===== config.mk =====
export PLATFORM = sky130hd
export DESIGN_NAME = uart_tx_buffer
export DESIGN_NICKNAME = d
export VERILOG_FILES = /design/src/rtl/uart_tx_buffer.sv
export SDC_FILE = /design/constraint.sdc
export NUM_CORES = 1
export LEC_CHECK = 0
export CAP_MARGIN = 0
export CORE_MARGIN = 2
export CORE_UTILIZATION = 50
export CTS_CLUSTER_DIAMETER = 150
export CTS_CLUSTER_SIZE = 40
export DETAILED_ROUTE_END_ITERATION = 12
export GPL_TIMING_DRIVEN = 1
export PLACE_DENSITY_LB_ADDON = 0.2
export REMOVE_ABC_BUFFERS = 1
export SETUP_SLACK_MARGIN = 0.3
export SYNTH_ARGS = -nofsm -noshare
export SYNTH_HDL_FRONTEND = slang
export SYNTH_SLANG_ARGS = --single-unit

===== constraint.sdc =====
create_clock -name clk -period 4.63 [get_ports clk]
set_input_delay 0.6945 -clock clk [delete_from_list [all_inputs] [get_ports clk]]
set_output_delay 0.6945 -clock clk [all_outputs]
set_load 0.02 [all_outputs]

===== src/rtl/uart_tx_buffer.sv =====
// ---------------------------------------------------------------------------
// uart_tx_buffer
//
// Byte FIFO between the core's transmit strobe and the UART transmitter's
// AXI-stream input. The core pushes bytes with a one-cycle strobe and has no
// back-pressure. Writes that arrive while the buffer is full are dropped and
// recorded in a sticky overflow flag. Bytes leave one at a time on a
// registered valid/ready stream.
//
// Storage is a (DEPTH-1)-entry circular RAM followed by a single output
// register that drives m_tdata/m_tvalid. count covers both, so total capacity
// is DEPTH bytes.
//
// Ports
//   clk       single clock
//   n_rst     asynchronous active-low reset
//   wr_en     write strobe from the core, one byte per cycle high
//   wr_data   byte to enqueue, sampled when wr_en=1
//   clear     synchronous flush of all held bytes and the overflow flag
//   full      registered, count==DEPTH
//   empty     registered, count==0
//   count     registered, number of bytes held (0..DEPTH)
//   overflow  sticky, set when a write was dropped
//   m_tdata   byte offered to the UART
//   m_tvalid  m_tdata is valid
//   m_tready  UART accepts the byte
// ---------------------------------------------------------------------------
module uart_tx_buffer #(
  parameter int DEPTH = 16,
  parameter int CW    = $clog2(DEPTH) + 1
) (
  input  logic          clk,
  input  logic          n_rst,
  input  logic          wr_en,
  input  logic [7:0]    wr_data,
  input  logic          clear,
  output logic          full,
  output logic          empty,
  output logic [CW-1:0] count,
  output logic          overflow,
  output logic [7:0]    m_tdata,
  output logic          m_tvalid,
  input  logic          m_tready
);

  // The RAM holds everything except the byte sitting in the output register.
  // DEPTH-1 is not a power of two, so pointers wrap explicitly at RAM_DEPTH-1
  // rather than relying on natural binary rollover.
  localparam int RAM_DEPTH = DEPTH - 1;
  localparam int PW        = (RAM_DEPTH > 1) ? $clog2(RAM_DEPTH) : 1;

  localparam logic [PW-1:0] PTR_LAST  = PW'(RAM_DEPTH - 1);
  localparam logic [CW-1:0] COUNT_MAX = CW'(DEPTH);

  logic [7:0]    ram [RAM_DEPTH];
  logic [PW-1:0] wr_ptr;
  logic [PW-1:0] rd_ptr;

  logic          pop;
  logic          push;
  logic          ram_empty;
  logic          to_out;
  logic          to_ram;
  logic          load_from_ram;
  logic [CW-1:0] ram_count;
  logic [CW-1:0] count_next;

  function automatic logic [PW-1:0] ptr_inc(input logic [PW-1:0] p);
    return (p == PTR_LAST) ? '0 : p + 1'b1;
  endfunction

  // Handshake and routing decisions.
  // The RAM can only be non-empty while the output register is valid, so the
  // RAM occupancy is simply count minus the output register's valid bit.
  // A write is accepted when there is room, or when a pop frees a slot in the
  // same cycle. An accepted byte bypasses the RAM whenever the output register
  // is (or is about to become) vacant and nothing older is waiting in the RAM;
  // this keeps the one-cycle write latency and the no-bubble streaming.
  always_comb begin
    pop           = m_tvalid & m_tready;
    ram_count     = count - CW'(m_tvalid);
    ram_empty     = (ram_count == '0);
    push          = wr_en & ((count != COUNT_MAX) | pop);
    to_out        = push & (~m_tvalid | (pop & ram_empty));
    to_ram        = push & ~to_out;
    load_from_ram = pop & ~ram_empty;
    count_next    = count + CW'(push) - CW'(pop);
  end

  // RAM write port. No reset is needed on the array itself: pointers and count
  // define which entries are meaningful. When the buffer is full and a push
  // coincides with a pop, wr_ptr equals rd_ptr; the output register still
  // captures the old entry because both sides sample pre-edge contents.
  always_ff @(posedge clk) begin
    if (to_ram && !clear) begin
      ram[wr_ptr] <= wr_data;
    end
  end

  // Output register, pointers and status flags.
  // clear outranks any simultaneous write or pop, including suppressing the
  // overflow that a dropped write would otherwise record. Status flags are
  // derived from the next count so they line up with count itself.
  always_ff @(posedge clk or negedge n_rst) begin
    if (!n_rst) begin
      m_tdata  <= 8'h00;
      m_tvalid <= 1'b0;
      wr_ptr   <= '0;
      rd_ptr   <= '0;
      count    <= '0;
      full     <= 1'b0;
      empty    <= 1'b1;
      overflow <= 1'b0;
    end else if (clear) begin
      m_tdata  <= 8'h00;
      m_tvalid <= 1'b0;
      wr_ptr   <= '0;
      rd_ptr   <= '0;
      count    <= '0;
      full     <= 1'b0;
      empty    <= 1'b1;
      overflow <= 1'b0;
    end else begin
      if (load_from_ram) begin
        m_tdata  <= ram[rd_ptr];
        rd_ptr   <= ptr_inc(rd_ptr);
      end else if (to_out) begin
        m_tdata  <= wr_data;
        m_tvalid <= 1'b1;
      end else if (pop) begin
        m_tvalid <= 1'b0;
      end

      if (to_ram) begin
        wr_ptr <= ptr_inc(wr_ptr);
      end

      count <= count_next;
      full  <= (count_next == COUNT_MAX);
      empty <= (count_next == '0);

      if (wr_en && !push) begin
        overflow <= 1'b1;
      end
    end
  end

endmodule

After elaboration in Yosys (flattened, before gate mapping):

Memory sizes are Yosys's and may differ from the RTL's.
Cells that the tools add are included.

* $mul: 0
* divide/modulo/power cells: 0
* order comparisons: 0
* reduce and logical (&&, ||, !) cells: 12
* shift operators: 0
* add/subtract/negate cells: 5
* bitwise logic cells: 11
* mux-type cells: 20
* eq/ne operators: 5

Operators with widths (number)
* two-way mux 4 bit: 6
* two-way mux 8 bit: 3
* zero test 5 bit: 2
* two-way mux 1 bit: 10
* subtractor 5 x 1 -> 5 bit: 2
* adder 4 x 1 -> 4 bit, second input constant: 2
* == test 4 bit, second input constant: 2
* AND 1 bit: 6
* nonzero test 2 bit: 3
* nonzero test 3 bit: 2
* adder 5 x 1 -> 5 bit: 1
* == test 5 bit, second input constant: 1
* two-way mux 5 bit: 1
* inequality test 5 bit, second input constant: 1
* inverter 1 bit: 3
* logical AND 1 bit: 2
* zero test 1 bit: 2
* inequality test 2 bit, second input constant: 1
* OR 1 bit: 2
* AND reduction 2 bit: 1

* output and inout bits: 17
* logic and storage cells: 62
* ROM bits: 0
* latch bits: 0
* memories: 1
* bits in registers: 25
* bits of input ports: 13
* bits in writable memories: 120

Memory list
* ram: depth 15, bits a word 8, rd ports 1, clocked after memory_dff 0, wr ports 1, RTL line 55 `logic [7:0] ram [RAM_DEPTH];`

Logic depth before layout (Yosys ltp):

* depth after elaboration: 10
* gate-level depth with buffers: 11
* gate-level depth less buffers: 11

Worst setup path after synthesis:

OpenSTA, ideal clock, no wires.

* path type: reg2reg
* from: register count[1]
* to: memory ram[0][0] (enable)
* setup time: 0.383 ns
* data required time: 4.247 ns
* arrival time: 2.384 ns
* cell stages (with the launch flop): 8
* setup slack: 1.863 ns
* buffers on the path: 0
* cells stage by stage: dfrtp_1 > inv_1 > ha_1 > xnor2_1 > a31o_4 > a311oi_4 > nand2_2 > nor3_1

* longest elaborated chain between the ends: 10
* elaborated cells between the ends (all ways): 13
* those cells by class: 1 x add/sub; 1 x eq/ne; 2 x mux; 7 x bitwise; 2 x reduce/logical

RTL lines
* start, declared: RTL line 39 `output logic [CW-1:0] count,`
* start signal, assigned: RTL line 138 `count <= count_next;`
* subtractor 5 x 1 -> 5 bit: RTL line 81 `ram_count = count - CW'(m_tvalid);`
* zero test 5 bit: RTL line 82 `ram_empty = (ram_count == '0);`
* AND 1 bit: RTL line 84 `to_out = push & (~m_tvalid | (pop & ram_empty));`
* OR 1 bit: RTL line 84
* AND 1 bit: RTL line 84
* inverter 1 bit: RTL line 85 `to_ram = push & ~to_out;`
* AND 1 bit *: RTL line 85
* logical AND 1 bit *: RTL line 95 `if (to_ram && !clear) begin`
* two-way mux 1 bit *: RTL line 95
* two-way mux 1 bit (implied by the code) *: RTL line 96 `ram[wr_ptr] <= wr_data;`
* end, declared: RTL line 55

Every way passes the cells marked *; elsewhere a longest branch is shown, timed or not.

Worst setup path after layout:

* from: register count[1]
* to: memory ram[7][1] (enable)

Same word-level chain as after synthesis.

==> impl_metrics.csv <==
group,metric,value,unit
logic_synthesis,netlist.area_leader.share,0.576,
route,drc,0,
setup_path,startpoint,"count[1]$_DFF_PN0_",
cts,clk_pin_slew_worst_paths,0.06,ns
setup_path,reg2reg_depth,7,
setup_path,critPathKind,"reg -> reg",
logic_synthesis,synth_area_leaders,"edfxtp_1 58%, dfrtp_1 9.6%, mux4_2 8.6%",
route,vias,3505,
layout,diodes,0,
logic_synthesis,synth-seq-cells,145,
route,drt-met1-wl,5810,um
sta,final.setup.tns,0,ns
sta,fin_ws,1.68,ns
setup_path,slowest_delay,0.65,ns
global_route,track_usage,0.208,
logic_synthesis,ys_async_sr_fraction,0.172,
layout,area_delta_synth_final,16.4,%
sta,fmax,0.339,GHz
pwr,p_int,2.57,mW
setup_path,required,4.67,ns
route,drt-vias-per-instance,5.85,
logic_synthesis,synth_top_cell_by_area,"edfxtp_1",
sta,slew_headroom,0.382,
setup_path,reg2reg_to,"ram[7][1]$_DFFE_PP_",
logic_synthesis,synth.top_cells.by_count,"120 x edfxtp_1, 24 x dfrtp_1, 24 x mux4_2, 19 x inv_1, 19 x nor2_1",
setup_path,cp-start-kind,"flop",
route,ant_nets,0,
sta,rsz0062_at_grt,"false",
setup_path,crit_arrival,2.99,ns
cts,cts_tree,"yes",
cts,clock-sinks,145,
setup_path,cp_cell_sequence,"inv_1 > ha_1 > xnor2_1 > a31o_4 > a311oi_4 > nand3_2 > nor2_1",
layout,fin_nets,442,
logic_synthesis,synth-simple-area-share,0.0620,
logic_synthesis,yosysUniqueCellTypes,59,
logic_synthesis,yosysSeqAreaShare,0.677,
cts,numCtsBuffers,17,
global_route,antenna_found_initial,0,
setup_path,crit_end,"ram[7][1]$_DFFE_PP_",
route,wl_met3,713,um
layout,final_layout_size_suffix_gt1_frac,0.195,
sta,finalHoldViolations,0,
logic_synthesis,synth_fa_ha_area_frac,0.0212,
sta,slew_viol_final,0,
pwr,comb_power_share,0.172,
floorplan,initial_core_util,0.516,
route,wirelength,12800,um
floorplan,placementRows,40,
sta,finalSetupViolCount,0,
floorplan,fp.dieW,116,um
pwr,ir_drop,0.241,mV
floorplan,die_y,116,um
logic_synthesis,synth_edf_count,120,
cts,cts-resized-gates,0,
route,wire_per_inst,21.4,um
cts,clockBufferDepth,2,
logic_synthesis,synth.most_common_cell,"edfxtp_1",
cts,cts-hold-fix-buffers,0,
sta,fin_crit_sh,0.638,
flow_run,maxCapViolCount,0,
sta,fin_crit,2.95,ns
place,portBuffers,29,
cts,cts_root_buf,"clkbuf_16",
global_route,grt_overflow,0,
place,hpwl,8380,um
global_route,grt_pass1_vias,3479,
place,place_congestion,0.826,
setup_path,r2r_start,"count[1]$_DFF_PN0_",
route,drtIter0Drc,308,
global_route,grt_pass1_wl,20000,um
logic_synthesis,avgSynthCellArea,16.2,um2
cts,clk_latency,0.41,ns
logic_synthesis,synth_compound_area_frac,0.105,
cts,h-tree-depth,4,
pwr,p_clk_frac,0.387,
logic_synthesis,synthCells,385,
pwr,seqPwrFrac,0.441,
floorplan,io_pins,30,
setup_path,critPathSlowestCell,"nor2_1",
setup_path,end_kind,"flop",
floorplan,dieArea,13400,um2
logic_synthesis,yosysWarnings,0,
sta,clock_skew,0.00665,ns
pwr,p_leak,2.48,nW
setup_path,r2r_slack,1.68,ns
logic_synthesis,synthXorXnorAreaFrac,0.00701,
min_path,hold_class,"reg -> reg",
logic_synthesis,synth_area,6250,um2
pwr,switching_share,0.253,
route,drt_pass1_iterations,5,
logic_synthesis,synthMuxAreaShare,0.0969,
logic_synthesis,synth_top_family_by_area,"compound AO/OA/AOI/OAI gates",
route,dr_wl_met2,6180,um
setup_path,crit_fanout,8,
floorplan,core_area,12100,um2
place,dpl_worst_slack,1.31,ns
logic_synthesis,synthFlopType,"edfxtp_1",
sta,tightest_slew,0.926,ns
route,routed.top_layer,"met4",
pwr,p_switching,0.873,mW
outcome,status,"finished, final reports clean",
pwr,p_per_area,473,nW/um2
global_route,grt_max_degree,30,
cts,cts_setup_buffers,0,
## worst min-delay path by stage
stage	start	end	slack, ns	cells after the start
after floorplan	n_rst	count[0]$_DFF_PN0_	0.40	0
after global placement	overflow$_DFFE_PN0P_	overflow$_DFFE_PN0P_	0.49	2
after detailed placement	overflow$_DFFE_PN0P_	overflow$_DFFE_PN0P_	0.52	2
after CTS	overflow$_DFFE_PN0P_	overflow$_DFFE_PN0P_	0.53	2
after global routing	overflow$_DFFE_PN0P_	overflow$_DFFE_PN0P_	0.56	2
final	overflow$_DFFE_PN0P_	overflow$_DFFE_PN0P_	0.52	2
## state kept, by name, summed over array words and instances (netlist names)
register	cells
count	5
wr_ptr	4
ram	120
empty	1
m_tvalid	1
rd_ptr	4
m_tdata	8
overflow	1
full	1
## cell type report
class,instances,area (um2)
multi-input combinational,197,1830
tap,168,210
inverter,20,75.1
sequential,145,4230
fill,960,4830
clock buffer,20,437
clock inverter,11,139
timing repair buffer,38,358
## power by group through the flow
stage | Clock (mW) | Sequential, mW | Combinational (mW)
6_report | 1.33 | 1.52 | 0.592
5_1_grt | 1.41 | 1.53 | 0.642
4_1_cts | 1.36 | 1.52 | 0.595
3_5_place_dp | 0 | 1.54 | 0.594
3_3_place_gp | 0 | 1.54 | 0.585
2_1_floorplan | 0 | 1.59 | 0.333
## routing by layer
metal | track usage | vias to the layer above
met4 | 0.0675 | 0
met1 | 0.303 | 1788
li1 | - | 1573
met2 | 0.318 | 131
met3 | 0.0424 | 13
met5 | 0 | -
## cell usage in the layout (no fill, tap or decap), drive strengths merged, types with 3 or more instances in the layout
master	instances
bufinv	3
nor2b	7
a31oi	7
o22a	4
inv	20
edfxtp	120
clkdlybuf4s50	29
clkinv	5
o22ai	5
nand2	17
nand2b	7
o211ai	8
clkinvlp	3
nand3	5
or2	3
dfrtp	24
ha	9
mux4	24
a211oi	6
o21ai	10
xnor2	4
mux2	4
buf	9
a211o	9
and2	5
nor3	6
a2bb2oi	8
a21oi	6
nor2	19
clkbuf	20
## worst max-delay path, delay by kind of cell, from the launching register on
| family | cells | cell delay (ns) |
|---|---|---|
| flops | 1 | 0.40 |
| compound gates | 2 | 0.80 |
| buf+inv | 1 | 0.15 |
| fa+ha+maj | 1 | 0.24 |
| simple gates | 2 | 0.87 |
| xor+xnor | 1 | 0.13 |
## metrics by stage
stage	utilization	hold slack, ns	cells	power [mW]	cell area, um2
6_report	0.601	0.515	599	3.44	7280
5_1_grt	0.601	0.562	599	3.58	7280
4_1_cts	0.601	0.528	599	3.47	7280
3_5_place_dp	0.553	0.515	568	2.14	6700
3_3_place_gp	0.553	0.488	568	2.13	6700
2_1_floorplan	-	0.399	362	1.92	6130
## cell families after synthesis
kind of cell	Yosys count
compound gates	79
simple gates	73
flops	145
buf+inv	43
fa+ha+maj	10
mux	30
xor+xnor	5
(Power assumes the default switching activity.)
